File: src/rtl/win_frame_ctrl_pkg.sv
// Shared constants and types for the Hann-windowed frame controller.
//   WIN_N / WIN_IDX_W : frame length and window index width
//   COEF_W / COEF_FRAC: unsigned Q1.11 coefficient format (2048 = 1.0)
//   state_e           : frame sequencer states
//   pipe_flags_t      : per-sample flags carried down the pipeline
package win_pkg;

    localparam int unsigned WIN_N     = 32;
    localparam int unsigned WIN_IDX_W = 5;
    localparam int unsigned COEF_W    = 12;
    localparam int unsigned COEF_FRAC = 11;
    localparam int unsigned FLUSH_CYC = 2;

    typedef logic [WIN_IDX_W-1:0] win_idx_t;
    typedef logic [COEF_W-1:0]    coef_t;

    typedef enum logic [1:0] {
        IDLE  = 2'd0,
        RUN   = 2'd1,
        FLUSH = 2'd2
    } state_e;

    typedef struct packed {
        logic valid;
        logic first;
        logic last;
    } pipe_flags_t;

endpackage

File: src/rtl/win_frame_ctrl_if.sv
// Control, sample-in and windowed-sample-out bundle of win_frame_ctrl.
//   master: drives start/stop/cont/in_valid/in_data, observes the outputs
//   slave : the controller side
interface win_frame_ctrl_if #(
    parameter int unsigned DATA_W = 12,
    parameter int unsigned CNT_W  = 16
);
    logic                     start;
    logic                     stop;
    logic                     cont;
    logic                     in_valid;
    logic signed [DATA_W-1:0] in_data;
    logic                     out_valid;
    logic signed [DATA_W-1:0] out_data;
    logic                     out_first;
    logic                     out_last;
    logic                     busy;
    logic [CNT_W-1:0]         frame_cnt;

    modport master (
        output start, stop, cont, in_valid, in_data,
        input  out_valid, out_data, out_first, out_last, busy, frame_cnt
    );

    modport slave (
        input  start, stop, cont, in_valid, in_data,
        output out_valid, out_data, out_first, out_last, busy, frame_cnt
    );
endinterface

File: src/rtl/win_frame_ctrl_coef_rom.sv
// 32-point Hann window table, w(k) = round(1024*(1-cos(2*pi*k/32))).
//   clk, rst : clock, async active-high reset
//   idx_i    : window index
//   coef_o   : registered coefficient (one-cycle latency)
module hann_coef_rom
    import win_pkg::*;
(
    input  logic     clk,
    input  logic     rst,
    input  win_idx_t idx_i,
    output coef_t    coef_o
);

    coef_t coef_d;
    coef_t coef_q;

    // Symmetric table, only half is distinct
    always_comb begin
        coef_d = '0;
        case (idx_i)
            5'd0:         coef_d = 12'd0;
            5'd1,  5'd31: coef_d = 12'd20;
            5'd2,  5'd30: coef_d = 12'd78;
            5'd3,  5'd29: coef_d = 12'd173;
            5'd4,  5'd28: coef_d = 12'd300;
            5'd5,  5'd27: coef_d = 12'd455;
            5'd6,  5'd26: coef_d = 12'd632;
            5'd7,  5'd25: coef_d = 12'd824;
            5'd8,  5'd24: coef_d = 12'd1024;
            5'd9,  5'd23: coef_d = 12'd1224;
            5'd10, 5'd22: coef_d = 12'd1416;
            5'd11, 5'd21: coef_d = 12'd1593;
            5'd12, 5'd20: coef_d = 12'd1748;
            5'd13, 5'd19: coef_d = 12'd1875;
            5'd14, 5'd18: coef_d = 12'd1970;
            5'd15, 5'd17: coef_d = 12'd2028;
            5'd16:        coef_d = 12'd2048;
            default:      coef_d = '0;
        endcase
    end

    always_ff @(posedge clk or posedge rst) begin
        if (rst) coef_q <= '0;
        else     coef_q <= coef_d;
    end

    assign coef_o = coef_q;

endmodule

File: src/rtl/win_frame_ctrl.sv
// Frame sequencer: windows 32-sample frames with a Hann table ahead of the FFT.
//   clk, rst : clock, async active-high reset
//   bus      : start/stop/cont control, sample in, windowed sample out with
//              first/last flags (latency 2), busy and completed-frame count
module win_frame_ctrl
    import win_pkg::*;
#(
    parameter int unsigned DATA_W = 12,
    parameter int unsigned CNT_W  = 16
) (
    input  logic            clk,
    input  logic            rst,
    win_frame_ctrl_if.slave bus
);

    localparam int unsigned PROD_W   = DATA_W + COEF_W;
    localparam int unsigned FLUSH_W  = 2;
    localparam win_idx_t    IDX_LAST = WIN_IDX_W'(WIN_N - 1);

    state_e                   state_q, state_d;
    win_idx_t                 idx_q, idx_d;
    logic                     stop_pend_q, stop_pend_d;
    logic [FLUSH_W-1:0]       flush_q, flush_d;
    logic [CNT_W-1:0]         frame_cnt_q, frame_cnt_d;
    logic                     busy_q, busy_d;
    pipe_flags_t              s1_flags_q, s1_flags_d;
    logic signed [DATA_W-1:0] s1_data_q;
    pipe_flags_t              out_flags_q;
    logic signed [DATA_W-1:0] out_data_q, out_data_d;
    coef_t                    coef_q;
    logic signed [PROD_W-1:0] prod_c;

    logic accept_c;
    logic frame_end_c;
    logic flush_done_c;

    assign accept_c     = (state_q == RUN) && bus.in_valid;
    assign frame_end_c  = accept_c && (idx_q == IDX_LAST);
    assign flush_done_c = (flush_q == FLUSH_W'(FLUSH_CYC - 1));

    // State register
    always_ff @(posedge clk or posedge rst) begin
        if (rst) state_q <= IDLE;
        else     state_q <= state_d;
    end

    // Next state; a frame is never cut short by stop
    always_comb begin
        state_d = state_q;
        case (state_q)
            IDLE:    if (bus.start) state_d = RUN;
            RUN:     if (frame_end_c && !(bus.cont && !stop_pend_q && !bus.stop))
                         state_d = FLUSH;
            FLUSH:   if (flush_done_c) state_d = IDLE;
            default: state_d = IDLE;
        endcase
    end

    // Sequencer bookkeeping and stage-1 flags
    always_comb begin
        idx_d            = idx_q;
        stop_pend_d      = stop_pend_q;
        frame_cnt_d      = frame_cnt_q;
        flush_d          = '0;
        busy_d           = (state_d != IDLE);
        s1_flags_d.valid = accept_c;
        s1_flags_d.first = accept_c && (idx_q == '0);
        s1_flags_d.last  = frame_end_c;
        case (state_q)
            IDLE: begin
                if (bus.start) begin
                    idx_d       = '0;
                    frame_cnt_d = '0;
                    stop_pend_d = bus.stop;
                end
            end
            RUN: begin
                if (bus.stop)    stop_pend_d = 1'b1;
                // idx wraps 31 -> 0 on its own at the frame end
                if (accept_c)    idx_d       = idx_q + WIN_IDX_W'(1);
                if (frame_end_c) frame_cnt_d = frame_cnt_q + CNT_W'(1);
            end
            FLUSH: begin
                flush_d = flush_q + FLUSH_W'(1);
                if (flush_done_c) stop_pend_d = 1'b0;
            end
            default: ;
        endcase
    end

    // Sample times unsigned Q1.11 coefficient; >>> floors toward -inf
    always_comb begin
        prod_c     = PROD_W'(s1_data_q) * PROD_W'($signed({1'b0, coef_q}));
        out_data_d = s1_flags_q.valid ? DATA_W'(prod_c >>> COEF_FRAC) : '0;
    end

    always_ff @(posedge clk or posedge rst) begin
        if (rst) begin
            idx_q       <= '0;
            stop_pend_q <= 1'b0;
            flush_q     <= '0;
            frame_cnt_q <= '0;
            busy_q      <= 1'b0;
            s1_flags_q  <= '0;
            s1_data_q   <= '0;
            out_flags_q <= '0;
            out_data_q  <= '0;
        end else begin
            idx_q       <= idx_d;
            stop_pend_q <= stop_pend_d;
            flush_q     <= flush_d;
            frame_cnt_q <= frame_cnt_d;
            busy_q      <= busy_d;
            s1_flags_q  <= s1_flags_d;
            if (accept_c) s1_data_q <= bus.in_data;
            out_flags_q <= s1_flags_q;
            out_data_q  <= out_data_d;
        end
    end

    // Coefficient read lines up with the stage-1 sample register
    hann_coef_rom u_rom (
        .clk    (clk),
        .rst    (rst),
        .idx_i  (idx_q),
        .coef_o (coef_q)
    );

    assign bus.out_valid = out_flags_q.valid;
    assign bus.out_first = out_flags_q.first;
    assign bus.out_last  = out_flags_q.last;
    assign bus.out_data  = out_data_q;
    assign bus.busy      = busy_q;
    assign bus.frame_cnt = frame_cnt_q;

endmodule

File: src/flat_wrapper.sv
// flat-port wrapper written by rule: the top's interface ports become plain ports
module win_frame_ctrl_flat import win_pkg::*;
#(
    parameter int unsigned DATA_W = 12,
    parameter int unsigned CNT_W  = 16
)
  (clk, rst, bus_start, bus_stop, bus_cont, bus_in_valid, bus_in_data, bus_out_valid, bus_out_data, bus_out_first, bus_out_last, bus_busy, bus_frame_cnt);
  win_frame_ctrl_if #(.DATA_W(DATA_W), .CNT_W(CNT_W)) bus_i ();
  input  logic clk;
  input  logic rst;
  input wire logic [$bits(bus_i.start)-1:0] bus_start;
  input wire logic [$bits(bus_i.stop)-1:0] bus_stop;
  input wire logic [$bits(bus_i.cont)-1:0] bus_cont;
  input wire logic [$bits(bus_i.in_valid)-1:0] bus_in_valid;
  input wire logic [$bits(bus_i.in_data)-1:0] bus_in_data;
  output wire logic [$bits(bus_i.out_valid)-1:0] bus_out_valid;
  output wire logic [$bits(bus_i.out_data)-1:0] bus_out_data;
  output wire logic [$bits(bus_i.out_first)-1:0] bus_out_first;
  output wire logic [$bits(bus_i.out_last)-1:0] bus_out_last;
  output wire logic [$bits(bus_i.busy)-1:0] bus_busy;
  output wire logic [$bits(bus_i.frame_cnt)-1:0] bus_frame_cnt;
  assign bus_i.start = bus_start;
  assign bus_i.stop = bus_stop;
  assign bus_i.cont = bus_cont;
  assign bus_i.in_valid = bus_in_valid;
  assign bus_i.in_data = bus_in_data;
  assign bus_out_valid = bus_i.out_valid;
  assign bus_out_data = bus_i.out_data;
  assign bus_out_first = bus_i.out_first;
  assign bus_out_last = bus_i.out_last;
  assign bus_busy = bus_i.busy;
  assign bus_frame_cnt = bus_i.frame_cnt;
  win_frame_ctrl #(.DATA_W(DATA_W), .CNT_W(CNT_W)) u_core (.clk(clk), .rst(rst), .bus(bus_i));
endmodule
File: config.mk
export PLATFORM = sky130hd
export DESIGN_NAME = win_frame_ctrl_flat
export DESIGN_NICKNAME = d
export VERILOG_FILES = /design/src/rtl/win_frame_ctrl_pkg.sv /design/src/rtl/win_frame_ctrl_if.sv /design/src/rtl/win_frame_ctrl_coef_rom.sv /design/src/rtl/win_frame_ctrl.sv /design/src/flat_wrapper.sv
export SDC_FILE = /design/constraint.sdc
export NUM_CORES = 1
export LEC_CHECK = 0
export ABC_AREA = 1
export BUFFER_PORTS_ARGS = -buffer_cell sky130_fd_sc_hd__buf_2
export CAP_MARGIN = 0
export CORE_UTILIZATION = 57
export DETAILED_ROUTE_END_ITERATION = 8
export PLACE_DENSITY = 0.89
export REMOVE_ABC_BUFFERS = 1
export SYNTH_ARGS = -nofsm -noshare
export SYNTH_HDL_FRONTEND = slang
export SYNTH_SLANG_ARGS = --single-unit
File: constraint.sdc
create_clock -name clk -period 4.3 [get_ports clk]
set_input_delay 0.645 -clock clk [delete_from_list [all_inputs] [get_ports clk]]
set_output_delay 0.645 -clock clk [all_outputs]
set_load 0.03 [all_outputs]
Word level (Yosys, flattened, before mapping):

Memory sizes are Yosys's and may differ from the RTL's. A register that Yosys moved wholly into a read port is not among the register bits.
Cells that the tools add are included.

* add/sub/neg operators: 3
* multiply operators: 1
* divide/modulo/power cells: 0
* order comparisons: 0
* eq/ne operators: 9
* shifts and indexed selects: 0
* multiplexer cells: 16
* bitwise logic cells: 0
* reductions and logical operators: 17

Operators by type and width (count)
* 16-bit 2-to-1 mux: 2
* 16-bit one-hot mux with 2 select lines: 1
* 12-bit by 13-bit multiplier with 23-bit output: 1
* 16-bit by 1-bit adder with 16-bit output, second input constant: 1
* 12-bit 2-to-1 mux: 1
* 5-bit 2-to-1 mux: 2
* 5-bit one-hot mux with 2 select lines: 1
* 2-bit 2-to-1 mux: 4
* 1-bit logical AND: 6
* 2-bit by 1-bit inequality test with 1-bit output, second input constant: 3
* 2-bit one-hot mux with 3 select lines: 1
* 3-bit AND reduction: 2
* 5-bit by 1-bit adder with 5-bit output, second input constant: 1
* 5-bit equality test, second input constant: 1
* 5-bit logical NOT: 1
* 2-bit by 1-bit equality test with 1-bit output, second input constant: 2
* 2-bit inequality test, second input constant: 2
* 4-bit AND reduction: 1
* 2-bit nonzero test: 2
* 1-bit logical NOT: 3
* 1-bit 2-to-1 mux: 3
* 1-bit one-hot mux with 3 select lines: 1
* 3-bit nonzero test: 1
* 2-bit by 1-bit adder with 2-bit output, second input constant: 1
* other kinds (2): 2

* register bits after elaboration: 57
* latch bits: 0
* RAM bits: 0
* memory bits (read-only): 384
* output and inout port bits: 32
* memories: 1

Memory list
* (name not given): words 32, width 12, rd ports 1, clocked after Yosys merged registers in 1, wr ports 0, RTL line win_frame_ctrl_coef_rom.sv:20 `case (idx_i)`

Longest topological paths before layout:

* depth in word-level cells: 8
* mapped depth: 22
* depth with buffers taken out: 21

By module:

Synthesis repeated with hierarchy kept, for this count alone.

* cells, all modules: 1080
* area total of the unflattened synthesis: 8299.2 µm²

Modules (own cells, without submodules)
* win_frame_ctrl: instances 1, cells each 929, area an instance 7287.0 µm²
* hann_coef_rom: instances 1, cells each 151, area an instance 1012.2 µm²

Worst setup path before layout:

Ideal clock, no wire load.

* kind: reg2reg
* start: register u_core.s1_data_q[11]
* end: register u_core.out_data_q[11], in the netlist u_core.bus.out_data[11]
* setup time: 0.071 ns
* arrival time: 4.551 ns
* data required time: 4.229 ns
* path slack: -0.323 ns
* stages on the path, launching flop included: 21
* path buffers: 1
* cells stage by stage: dfrtp_1 > inv_1 > clkbuf_1 > nor2_1 > fa_1 > fa_1 > fa_1 > fa_1 > inv_1 > fa_1 > inv_1 > ha_1 > a21oi_1 > o21ai_0 > a21oi_1 > nand2_1 > nand2_1 > nand2_1 > nand2_1 > inv_1 > nor2_1

* cells in the longest elaborated chain, start to end: 2

RTL lines
* from (decl): RTL line win_frame_ctrl.sv:27 `logic signed [DATA_W-1:0] s1_data_q;`
* from (signal assigned): RTL line win_frame_ctrl.sv:115 `if (accept_c) s1_data_q <= bus.in_data;`
* 12-bit by 13-bit multiplier with 23-bit output: RTL line win_frame_ctrl.sv:93 `prod_c = PROD_W'(s1_data_q) * PROD_W'($signed({1'b0, coef_q}));`
* 12-bit 2-to-1 mux: RTL line win_frame_ctrl.sv:94 `out_data_d = s1_flags_q.valid ? DATA_W'(prod_c >>> COEF_FRAC) : '0;`
* named net u_core.out_data_d[11]: RTL line win_frame_ctrl.sv:29 `logic signed [DATA_W-1:0] out_data_q, out_data_d;`
* to (signal assigned): RTL line win_frame_ctrl.sv:117 `out_data_q <= out_data_d;`
* to (decl): RTL line win_frame_ctrl.sv:29

The timed path passes the listed nets, and every way through them passes these cells.
A chain may end at the register's enable or synchronous reset.

Final worst setup path:

* start: register u_core.u_rom.coef_q[5], in the netlist u_core.u_rom.coef_o[5]
* end: register u_core.out_data_q[11], in the netlist u_core.bus.out_data[11]

* cells in the longest elaborated chain, start to end: 2

RTL lines
* from (decl): RTL line win_frame_ctrl_coef_rom.sv:15 `coef_t coef_q;`
* 12-bit by 13-bit multiplier with 23-bit output: RTL line win_frame_ctrl.sv:93
* 12-bit 2-to-1 mux: RTL line win_frame_ctrl.sv:94
* named net u_core.out_data_d[11]: RTL line win_frame_ctrl.sv:29

The timed path passes the listed nets, and every way through them passes these cells.

==> flow_metrics.env <==
export IMPL_worst_endpoint_arrival_ps=5190
export IMPL_antenna_found_initial=0
export IMPL_placed_area_mm2=0.008835
export IMPL_die_width_um=120.4
export IMPL_area_of_the_die_mm2=0.01449
export IMPL_multi_input_comb_area_mm2=0.005879
export IMPL_async_reset_ff_frac=1.000
export IMPL_final_area_mm2=0.01016
export IMPL_clock_tree_from_tritoncts="done"
export IMPL_yosys_area_share_simple=0.2021
export IMPL_crit_type="reg2reg"
export IMPL_detail_route_drc_violations=0
export IMPL_fin_crit_sh=1.152
export IMPL_floorplan_initialDensity=0.5938
export IMPL_synth_top_cells_by_area="sky130_fd_sc_hd__fa_1 (25%), sky130_fd_sc_hd__dfrtp_1 (22%), sky130_fd_sc_hd__ha_1 (13%)"
export IMPL_std_cell_rows=42
export IMPL_floorplan_die_height_um=120.4
export IMPL_yosysTopAreaCellShare=0.2481
export IMPL_worst_ep_required_ps=4540
export IMPL_post_synth_instance_area_mm2=0.007988
export IMPL_total_inserted_antenna_cells=0
export IMPL_core_area_mm2=0.01345
export IMPL_setup_total_negative_slack_ps=-6324
export IMPL_num_vias=8105
export IMPL_cts_root_buffer_cell="sky130_fd_sc_hd__clkbuf_16"
export IMPL_finalWorstSetupSlack_ps=-655.7
export IMPL_timing_slew_headroom=0.3899
export IMPL_worst_slew_pin_slew_ps=913.9
export IMPL_synth_yosys_seq_area_share=0.2162
export IMPL_dr_pass1_iters=6
export IMPL_minimum_hold_slack_ps=355.9
export IMPL_hold_class="reg2reg"
export IMPL_grt_pass1_wl_um=40700
export IMPL_post_synth_mux_area_share=0
export IMPL_place_congestion=0.9729
export IMPL_xor_and_xnor_area_share_after_synthesis=0.007675
export IMPL_detail_route_vias_per_cell=6.099
export IMPL_worstPathMaxFanout=5
export IMPL_post_synth_top_area_cell="sky130_fd_sc_hd__fa_1"
export IMPL_cts_buffer_depth=2
export IMPL_status="finished with violations"
export IMPL_shortest_clock_period_the_worst_path_allows_after_layout_ps=4956
export IMPL_ctsHoldBuffers=0
export IMPL_dominant_combinational_cell_family_by_area_after_synthesis="adder cells"
export IMPL_count_of_buffers_from_port_buffering=49
export IMPL_boundaryPins=50
export IMPL_rsz0062_at_grt="yes"
export IMPL_cts_sink_count=69
export IMPL_violations_in_the_final_reports="setup timing"
export IMPL_synth_area_per_cell_um2=7.846
export IMPL_routed_wire_length_per_instance_um=21.28
export IMPL_timing_max_transition_violations_final=0
export IMPL_hold_viol=0
export IMPL_ys_flop_type="sky130_fd_sc_hd__dfrtp_1"
export IMPL_synth_compound_gate_area_share=0.07237
export IMPL_ys_seq_elements=69
export IMPL_fmax_mhz=201.8
export IMPL_cts_htree_levels=3
export IMPL_syn_to_final_growth_pct=27.16
export IMPL_crit_path_end_kind="flip-flop"
export IMPL_leading_cell_type_in_the_layout_fill_and_taps_excluded="sky130_fd_sc_hd__nand2_1"
export IMPL_synth_edff_count=0
export IMPL_layout_drive_gt1_share=0.2984
export IMPL_dp_final_hpwl_um=15330
export IMPL_grt_usage=0.3688
export IMPL_yosysWarningCount=0
export IMPL_num_nets_final=1346
export IMPL_drtIter0Drc=1114
export IMPL_route_antenna_remaining_nets=0
export IMPL_first_global_vias=8174
export IMPL_cts_buffers=9
export IMPL_grt_overflow_total=0
export IMPL_synthCells=1018
export IMPL_area_sequential_mm2=0.001750
export IMPL_timing_final_setup_violations=12
export IMPL_routed_wirelength_um=28290
export IMPL_path_clk_slew_ps=60
export IMPL_startpoint_type="flip-flop"
export IMPL_worst_skew_pair_late_latency_ps=350
export IMPL_grt_start_max_net_pins=45
export IMPL_layout_common_cells="sky130_fd_sc_hd__nand2_1 (231), sky130_fd_sc_hd__inv_1 (207), sky130_fd_sc_hd__fa_1 (86)"
export IMPL_post_synth_num_cell_types=42
export IMPL_post_synth_fa_ha_maj_area_fraction=0.3750
export IMPL_finish_utilization=0.7550
export IMPL_filler_cell_count=773
export IMPL_fin_skew_ps=5.622
export IMPL_max_cap_violations=0
[stage by stage]
step / setup slack [ps] / cells
4_1_cts: -137.1 / 1326
2_1_floorplan: -176.5 / 986
5_1_grt: -786.6 / 1329
6_report: -655.7 / 1329
3_3_place_gp: -414.5 / 1278
3_5_place_dp: -511.9 / 1278
[synth_stat cells (4+ instances only)]
master	count
sky130_fd_sc_hd__xor2_1	4
sky130_fd_sc_hd__clkbuf_1	30
sky130_fd_sc_hd__a31oi_1	4
sky130_fd_sc_hd__fa_1	99
sky130_fd_sc_hd__o211ai_1	5
sky130_fd_sc_hd__nor2_1	70
sky130_fd_sc_hd__nand2_1	266
sky130_fd_sc_hd__dfrtp_1	69
sky130_fd_sc_hd__or2_2	8
sky130_fd_sc_hd__o21ai_0	29
sky130_fd_sc_hd__a21oi_1	43
sky130_fd_sc_hd__nand3_1	19
sky130_fd_sc_hd__ha_1	81
sky130_fd_sc_hd__inv_1	236
sky130_fd_sc_hd__nor3_1	9
[layer usage]
layer	routed length [um]	share of wire	up-vias	track usage
met3	3261	0.12	274	0.08538
met2	13020	0.46	737	0.6099
met1	9389	0.33	3769	0.4343
met4	2613	0.092	0	0.2315
li1	-	-	3325	-
met5	0	0	-	0
[state kept, by name, summed over array words and instances, names as in the netlist]
name,cells
u_core.s1_data_q,12
u_core.flush_q,2
u_core.u_rom.coef_o,12
u_core.idx_q,5
u_core.s1_flags_q,3
u_core.bus.out_valid,1
u_core.stop_pend_q,1
u_core.bus.out_last,1
u_core.bus.busy,1
u_core.bus.out_first,1
u_core.bus.frame_cnt,16
u_core.bus.out_data,12
u_core.state_q,2
[worst paths after layout]
path,from,end,slack (ps),cells after the start
min reg2reg,u_core.s1_flags_q[0]$_DFF_PP0_,u_core.bus.out_last$_DFF_PP0_,360,0
max in group asynchronous,rst,u_core.u_rom.coef_o[1]$_DFF_PP0_,2810,3
min in group asynchronous,rst,u_core.bus.frame_cnt[10]$_DFFE_PP0P_,500,2
min,u_core.s1_flags_q[0]$_DFF_PP0_,u_core.bus.out_last$_DFF_PP0_,360,0
max,u_core.u_rom.coef_o[5]$_DFF_PP0_,u_core.bus.out_data[11]$_DFF_PP0_,-660,21
max reg2reg,u_core.u_rom.coef_o[5]$_DFF_PP0_,u_core.bus.out_data[11]$_DFF_PP0_,-660,21
[cell families after synthesis]
family,count (synthesis)
simple gates,392
fa+ha+maj,180
xor+xnor,7
compound gates,101
buf+inv,269
flops,69
[repair_timing]
item / 4_1_cts / 5_1_grt
gates resized for setup: 143 / 63
cloned: 0 / 0
hold endpoints to repair: 0 / 0
pin swaps: 91 / 38
endpoints found under the setup margin: 12 / 12
setup buffers: 33 / 3
[worst max-delay path: stages, from the launching register on]
cell,delay (ps)
sky130_fd_sc_hd__dfrtp_2,480
sky130_fd_sc_hd__buf_6,160
sky130_fd_sc_hd__nand2_1,60
sky130_fd_sc_hd__inv_1,50
sky130_fd_sc_hd__fa_1,350
sky130_fd_sc_hd__inv_1,180
sky130_fd_sc_hd__fa_2,460
sky130_fd_sc_hd__inv_1,260
sky130_fd_sc_hd__fa_2,580
sky130_fd_sc_hd__fa_1,460
sky130_fd_sc_hd__inv_1,120
sky130_fd_sc_hd__fa_1,440
sky130_fd_sc_hd__inv_2,80
sky130_fd_sc_hd__ha_4,230
sky130_fd_sc_hd__a21oi_4,210
sky130_fd_sc_hd__o21ai_2,110
sky130_fd_sc_hd__a21oi_2,150
sky130_fd_sc_hd__nand2_2,110
sky130_fd_sc_hd__nand2_2,100
sky130_fd_sc_hd__nand3_1,90
sky130_fd_sc_hd__nand2_1,100
sky130_fd_sc_hd__nor2_2,50
[cell type report]
cell class                      count  area share
Timing Repair Buffer              151      0.1090
Clock buffer                       10     0.02353
Inverter                          237     0.08771
Clock inverter                      6    0.006898
Sequential cell                    69      0.1723
Tap cell                          176     0.02168
Multi-Input combinational cell    680      0.5788
Power is left out: the tool's default activity adds up to more than one toggle a clock period on the data nets, which glitch-free logic cannot reach.
